File: config.mk
export PLATFORM = sky130hd
export DESIGN_NAME = vga_stripe_decoder
export DESIGN_NICKNAME = d
export VERILOG_FILES = /design/src/rtl/vga_pkg.sv /design/src/rtl/stripe_bank_pp.sv /design/src/rtl/vga_stripe_decoder.sv
export SDC_FILE = /design/constraint.sdc
export NUM_CORES = 1
export LEC_CHECK = 0
export CAP_MARGIN = 0
export CELL_PAD_IN_SITES_DETAIL_PLACEMENT = 2
export CELL_PAD_IN_SITES_GLOBAL_PLACEMENT = 2
export CORE_MARGIN = 4
export CORE_UTILIZATION = 35
export CTS_CLUSTER_SIZE = 20
export DETAILED_ROUTE_END_ITERATION = 8
export HOLD_SLACK_MARGIN = 0.1
export PLACE_DENSITY_LB_ADDON = 0.1
export SLEW_MARGIN = 20
export SYNTH_ARGS = -nofsm -noshare
export SYNTH_HDL_FRONTEND = slang
export SYNTH_SLANG_ARGS = --single-unit
File: constraint.sdc
create_clock -name clk -period 6.5 [get_ports clk]
set_clock_uncertainty 0.1 [all_clocks]
set_input_delay 1.625 -clock clk [delete_from_list [all_inputs] [get_ports clk]]
set_output_delay 1.625 -clock clk [all_outputs]
set_load 0.05 [all_outputs]
File: src/rtl/vga_pkg.sv
// Shared TinyVGA definitions: timing defaults, lock-FSM encoding and PMOD word field positions.
// Used by both the stripe decoder and the pattern generator side.
package vga_pkg;
   localparam int H_TOTAL_DEF     = 800;
   localparam int V_TOTAL_DEF     = 525;
   localparam int H_BP_DEF        = 48;
   localparam int V_BP_DEF        = 33;
   localparam int H_ACTIVE_DEF    = 640;
   localparam int V_ACTIVE_DEF    = 480;
   localparam int MAX_STRIPES_DEF = 16;

   localparam int CNT_W   = 10;
   localparam int COLOR_W = 6;

   // PMOD word {hsync, B0, G0, R0, vsync, B1, G1, R1}
   localparam int BIT_R1    = 0;
   localparam int BIT_G1    = 1;
   localparam int BIT_B1    = 2;
   localparam int BIT_VSYNC = 3;
   localparam int BIT_R0    = 4;
   localparam int BIT_G0    = 5;
   localparam int BIT_B0    = 6;
   localparam int BIT_HSYNC = 7;

   // Both syncs deasserted, black
   localparam logic [7:0] WORD_IDLE = 8'h88;

   typedef enum logic [1:0] {
      ST_UNLOCKED = 2'd0,
      ST_SYNCING  = 2'd1,
      ST_LOCKED   = 2'd2
   } lock_state_t;

   function automatic logic [COLOR_W-1:0] color_of(input logic [7:0] word);
      return {word[BIT_R1], word[BIT_R0], word[BIT_G1], word[BIT_G0], word[BIT_B1], word[BIT_B0]};
   endfunction
endpackage

File: src/rtl/stripe_bank_pp.sv
// Ping-pong stripe store: one bank captures while the other is published; swap flips roles.
module stripe_bank_pp
   import vga_pkg::*;
#(
   parameter int DEPTH = MAX_STRIPES_DEF,
   parameter int WIDTH = COLOR_W,
   parameter int IDX_W = $clog2(DEPTH)
) (
   input  logic             clk,
   input  logic             reset,
   input  logic             swap,
   input  logic             wr_en,
   input  logic [IDX_W-1:0] wr_idx,
   input  logic [WIDTH-1:0] wr_data,
   input  logic [IDX_W-1:0] rd_idx,
   output logic [WIDTH-1:0] rd_data
);
   logic [WIDTH-1:0] mem [2][DEPTH];
   logic             sel;   // bank currently capturing; the other one is published

   always_ff @(posedge clk) begin
      if (reset) begin
         sel <= 1'b0;
         for (int b = 0; b < 2; b++) begin
            for (int i = 0; i < DEPTH; i++) begin
               mem[b][i] <= '0;
            end
         end
      end else begin
         if (wr_en) begin
            mem[sel][wr_idx] <= wr_data;
         end
         if (swap) begin
            sel <= ~sel;
         end
      end
   end

   assign rd_data = mem[~sel][rd_idx];
endmodule

File: src/rtl/vga_stripe_decoder.sv
// Locks onto TinyVGA timing and records the sequence of colour stripes seen down one column,
// publishing each complete frame's stripe list through a ping-pong bank.
module vga_stripe_decoder
   import vga_pkg::*;
#(
   parameter int H_TOTAL     = H_TOTAL_DEF,
   parameter int V_TOTAL     = V_TOTAL_DEF,
   parameter int H_BP        = H_BP_DEF,
   parameter int V_BP        = V_BP_DEF,
   parameter int H_ACTIVE    = H_ACTIVE_DEF,
   parameter int V_ACTIVE    = V_ACTIVE_DEF,
   parameter int MAX_STRIPES = MAX_STRIPES_DEF
) (
   input  logic       clk,
   input  logic       reset,
   input  logic [7:0] vga_in,
   input  logic [9:0] sample_x,
   input  logic [3:0] rd_idx,
   output logic [5:0] rd_color,
   output logic [4:0] stripe_count,
   output logic       overflow,
   output logic       locked,
   output logic       frame_done
);
   localparam logic [4:0] MAX_CNT = 5'(MAX_STRIPES);

   function automatic logic [CNT_W-1:0] sat_inc(input logic [CNT_W-1:0] v);
      return (v == '1) ? v : v + 10'd1;
   endfunction

   logic [7:0]         vin_p0;
   logic               hs_p1, vs_p1;
   logic               hs_edge, vs_edge;
   logic [CNT_W-1:0]   hcount, vcount;
   logic               line_err, frame_err;
   lock_state_t        state, state_next;
   logic               publish, sample_pt, new_stripe, wr_en;
   logic [COLOR_W-1:0] color_p0, prev_color;
   logic [4:0]         wr_count;
   logic               cap_ovf;
   int                 px, py;

   // Stage p0: registered PMOD word; stage p1: sync history for edge detection.
   // History resets to "deasserted" so releasing reset never fakes an edge.
   always_ff @(posedge clk) begin
      if (reset) begin
         vin_p0 <= WORD_IDLE;
         hs_p1  <= 1'b1;
         vs_p1  <= 1'b1;
      end else begin
         vin_p0 <= vga_in;
         hs_p1  <= vin_p0[BIT_HSYNC];
         vs_p1  <= vin_p0[BIT_VSYNC];
      end
   end

   assign hs_edge  = vin_p0[BIT_HSYNC] & ~hs_p1;
   assign vs_edge  = vin_p0[BIT_VSYNC] & ~vs_p1;
   assign color_p0 = color_of(vin_p0);

   always_ff @(posedge clk) begin
      if (reset) begin
         hcount <= '0;
         vcount <= '0;
      end else begin
         hcount <= hs_edge ? '0 : sat_inc(hcount);
         if (vs_edge) begin
            vcount <= '0;
         end else if (hs_edge) begin
            vcount <= sat_inc(vcount);
         end
      end
   end

   assign line_err  = hs_edge && ((int'(hcount) + 1) != H_TOTAL);
   assign frame_err = vs_edge && (int'(vcount) != V_TOTAL);

   always_ff @(posedge clk) begin
      if (reset) begin
         state <= ST_UNLOCKED;
      end else begin
         state <= state_next;
      end
   end

   // A frame error while syncing restarts the sync window rather than dropping lock entirely.
   always_comb begin
      state_next = state;
      case (state)
         ST_UNLOCKED: if (vs_edge) state_next = ST_SYNCING;
         ST_SYNCING: begin
            if (line_err) begin
               state_next = ST_UNLOCKED;
            end else if (vs_edge && !frame_err) begin
               state_next = ST_LOCKED;
            end
         end
         ST_LOCKED: if (line_err || frame_err) state_next = ST_UNLOCKED;
         default: state_next = ST_UNLOCKED;
      endcase
   end

   assign locked  = (state == ST_LOCKED);
   assign publish = vs_edge && locked && !frame_err && !line_err;

   always_comb begin
      px        = int'(hcount) - H_BP;
      py        = int'(vcount) - V_BP;
      sample_pt = (px == int'(sample_x)) && (px < H_ACTIVE) && (py >= 0) && (py < V_ACTIVE);
   end

   // The frame swap wins over a coincident sample.
   assign new_stripe = locked && sample_pt && !publish && ((py == 0) || (color_p0 != prev_color));
   assign wr_en      = new_stripe && (wr_count != MAX_CNT);

   always_ff @(posedge clk) begin
      if (sample_pt) begin
         prev_color <= color_p0;
      end
   end

   always_ff @(posedge clk) begin
      if (reset) begin
         wr_count     <= '0;
         cap_ovf      <= 1'b0;
         stripe_count <= '0;
         overflow     <= 1'b0;
         frame_done   <= 1'b0;
      end else begin
         frame_done <= publish;
         if (publish) begin
            stripe_count <= wr_count;
            overflow     <= cap_ovf;
            wr_count     <= '0;
            cap_ovf      <= 1'b0;
         end else if (!locked) begin
            wr_count <= '0;
            cap_ovf  <= 1'b0;
         end else if (new_stripe) begin
            if (wr_count == MAX_CNT) begin
               cap_ovf <= 1'b1;
            end else begin
               wr_count <= wr_count + 5'd1;
            end
         end
      end
   end

   stripe_bank_pp #(
      .DEPTH (MAX_STRIPES),
      .WIDTH (COLOR_W),
      .IDX_W (4)
   ) u_bank (
      .clk     (clk),
      .reset   (reset),
      .swap    (publish),
      .wr_en   (wr_en),
      .wr_idx  (wr_count[3:0]),
      .wr_data (color_p0),
      .rd_idx  (rd_idx),
      .rd_data (rd_color)
   );
endmodule

==> out/results.tsv <==
metric	value	unit
status	finished clean	
cts_resized	0	
regArea	6870	sq um
grt_pass1_wl	53920	microns
via_per_inst	5.645	
yosys_most_used_dff	edfxtp_1	
final_cells	1354	
timing.final.crit_share	0.8836	
tritoncts	built	
num_rows	66	
max_freq	0.1741	GHz
top_level_ports	38	
filler_cell_count	3230	
syn_avg_cell_area	13.36	sq um
combinationalPowerShare	0.055	
nNetsFinal	924	
slew_headroom	0.2510	
grt_max_degree	61	
drc	0	
worst_pin_slew	1.115	ns
multi_input_area	4332	sq um
first_pass_iters	6	
dp_hpwl	25670	microns
vias	7644	
synth_nets	904	
cts_setup_buffers	0	
h-tree-depth	1	
yosysWarnings	0	
fp.coreArea	32620	sq um
cp_max_fo	12	
yosysSeqAreaShare	0.5907	
synth_edf_count	198	
drv_slew	0	
final_area	13510	sq um
clk-insertion-delay-late	0.57	ns
die_y	190.2	microns
dieArea	36190	sq um
required	4.78	ns
post-place-cells	1300	
overflow	0	
synth_area	11620	sq um
initial_utilization	0.3563	
critPathCaptureType	primary output	
numCtsBuffers	29	
ir_drop	0.2040	mV
drtIter0Drc	742	
layout_common_cells	198 x edfxtp_1, 68 x nor3_1, 60 x mux4_2	
clock_sinks	244	
arrival	4.02	ns
clockBufferDepth	3	
hp-class	reg2reg	
finalCriticalPeriod	5.744	ns
ant_nets	0	
r2r_setup_slack	1.83	ns
switching_share	0.2203	
antennaDiodeCount	0	
setup_viol	0	
portBuffers	37	
rsz0062_at_grt	false	
hold_buffers	0	
synth.distinct_cells	67	
synthArstFlopShare	0	
ys_seq_elements	244	
tns	0	ns
clk_pin_slew	0.06	ns
drive_gt1_frac	0.1842	
hold_viol_final	0	
maxCapViolCount	0	
place_area	12420	sq um
power.internal	2.984	mW
grt_antenna_before_repair	0	
place.gp.congestion	0.8081	
wirelength	36100	microns
cp-start-kind	primary input	
track_usage	0.1992	
grt_pass1_vias	8156	
layout_commonest_cell	edfxtp_1	
area_delta_synth_final	16.23	%
cellPowerDensity	283.3	nW/um^2
die_w	190.2	microns
crit_type	in2out	
p_leak	4.359	nW
pwr-share-seq	0.471	
p_sw	0.8433	mW
wl_per_cell	26.66	microns
synthCells	870	
root_buffer	clkbuf_16	
clkPwrFrac	0.475	
power by group through the flow:
stage,Combinational (mW),Sequential (mW),Clock (mW)
floorplan,0.138,1.79,0
global placement,0.204,1.83,0
detailed placement,0.211,1.83,0
CTS,0.212,1.80,1.85
global route,0.222,1.81,1.92
finish,0.209,1.80,1.82
metal layers:
layer	GRT usage	share of wire	vias up
met3	0.03643	0.049	51
met4	0.04807	0.024	0
met5	0	0	-
met2	0.3214	0.47	193
li1	-	-	3388
met1	0.2820	0.46	4012
layout make-up:
type	instances	area share
Tap cell	442	0.04093
Clock buffer	35	0.05538
Multi-Input combinational cell	529	0.3206
Sequential cell	244	0.5085
Timing Repair Buffer	68	0.04668
Clock inverter	18	0.02287
Inverter	18	0.005001
final timing paths:
path,from,to,cells after the start
setup / recovery,rd_idx[2],rd_color[5],4
hold reg to reg,vin_p0[7],hs_p1,1
hold / removal,vin_p0[7],hs_p1,1
setup reg to reg,hcount[4],u_bank.mem[0][80],9
cells by family after synthesis:
family / Yosys count / share of synthesized area
muxes: 74 / 0.1290
buffers and inverters: 97 / 0.03681
and+or+nand+nor: 314 / 0.1502
DFF: 244 / 0.5907
adders and majority gates: 10 / 0.01076
xor gates and xnor gates: 32 / 0.02411
AOI/OAI and AO/OA: 99 / 0.05845
Yosys cell counts (6+ instances only):
library cell / number / area share
a211oi_1: 7 / 0.0045
or2_2: 6 / 0.0032
inv_1: 16 / 0.0052
and4_1: 20 / 0.015
nor3_1: 68 / 0.029
nand2_1: 49 / 0.016
mux2_2: 6 / 0.0058
edfxtp_1: 198 / 0.51
mux2i_1: 8 / 0.0069
buf_2: 11 / 0.0047
buf_1: 12 / 0.0039
clkbuf_1: 46 / 0.015
o21ai_0: 23 / 0.0099
a21oi_1: 31 / 0.013
ha_1: 10 / 0.011
xor2_1: 20 / 0.015
nor4_1: 16 / 0.0086
xnor2_1: 12 / 0.0090
dfxtp_1: 46 / 0.079
nor2b_1: 21 / 0.011
nor4b_1: 7 / 0.0053
mux4_2: 60 / 0.12
and3_1: 14 / 0.0075
nand2b_1: 6 / 0.0032
nand3_1: 24 / 0.010
nand4_1: 15 / 0.0081
nor2_1: 45 / 0.015
flip-flops by register name (all words and copies together), names as in the netlist:
register	cells
overflow	1
cap_ovf	1
vs_p1	1
u_bank.sel	1
hs_p1	1
u_bank.mem	192
wr_count	5
hcount	10
vcount	10
vin_p0	8
frame_done	1
state	2
prev_color	6
stripe_count	5
critical path: stages:
cell             delay (ns)
clkdlybuf4s50_1        0.91
mux4_2                 0.44
mux2_2                 0.32
clkdlybuf4s50_1        0.72
stage by stage:
| step | hold slack (ns) | total power, mW | utilization | setup WS [ns] |
|---|---|---|---|---|
| after global routing | 0.3650 | 3.951 | 0.4142 | 0.6914 |
| final | 0.3390 | 3.827 | 0.4142 | 0.7564 |
| after floorplan | 0.3064 | 1.932 | - | 1.291 |
| after detailed placement | 0.3347 | 2.045 | 0.3809 | 0.7264 |
| after CTS | 0.3499 | 3.865 | 0.4133 | 0.7220 |
| after global placement | 0.3151 | 2.036 | 0.3809 | 0.8009 |
Power figures use the tool's default switching activity.
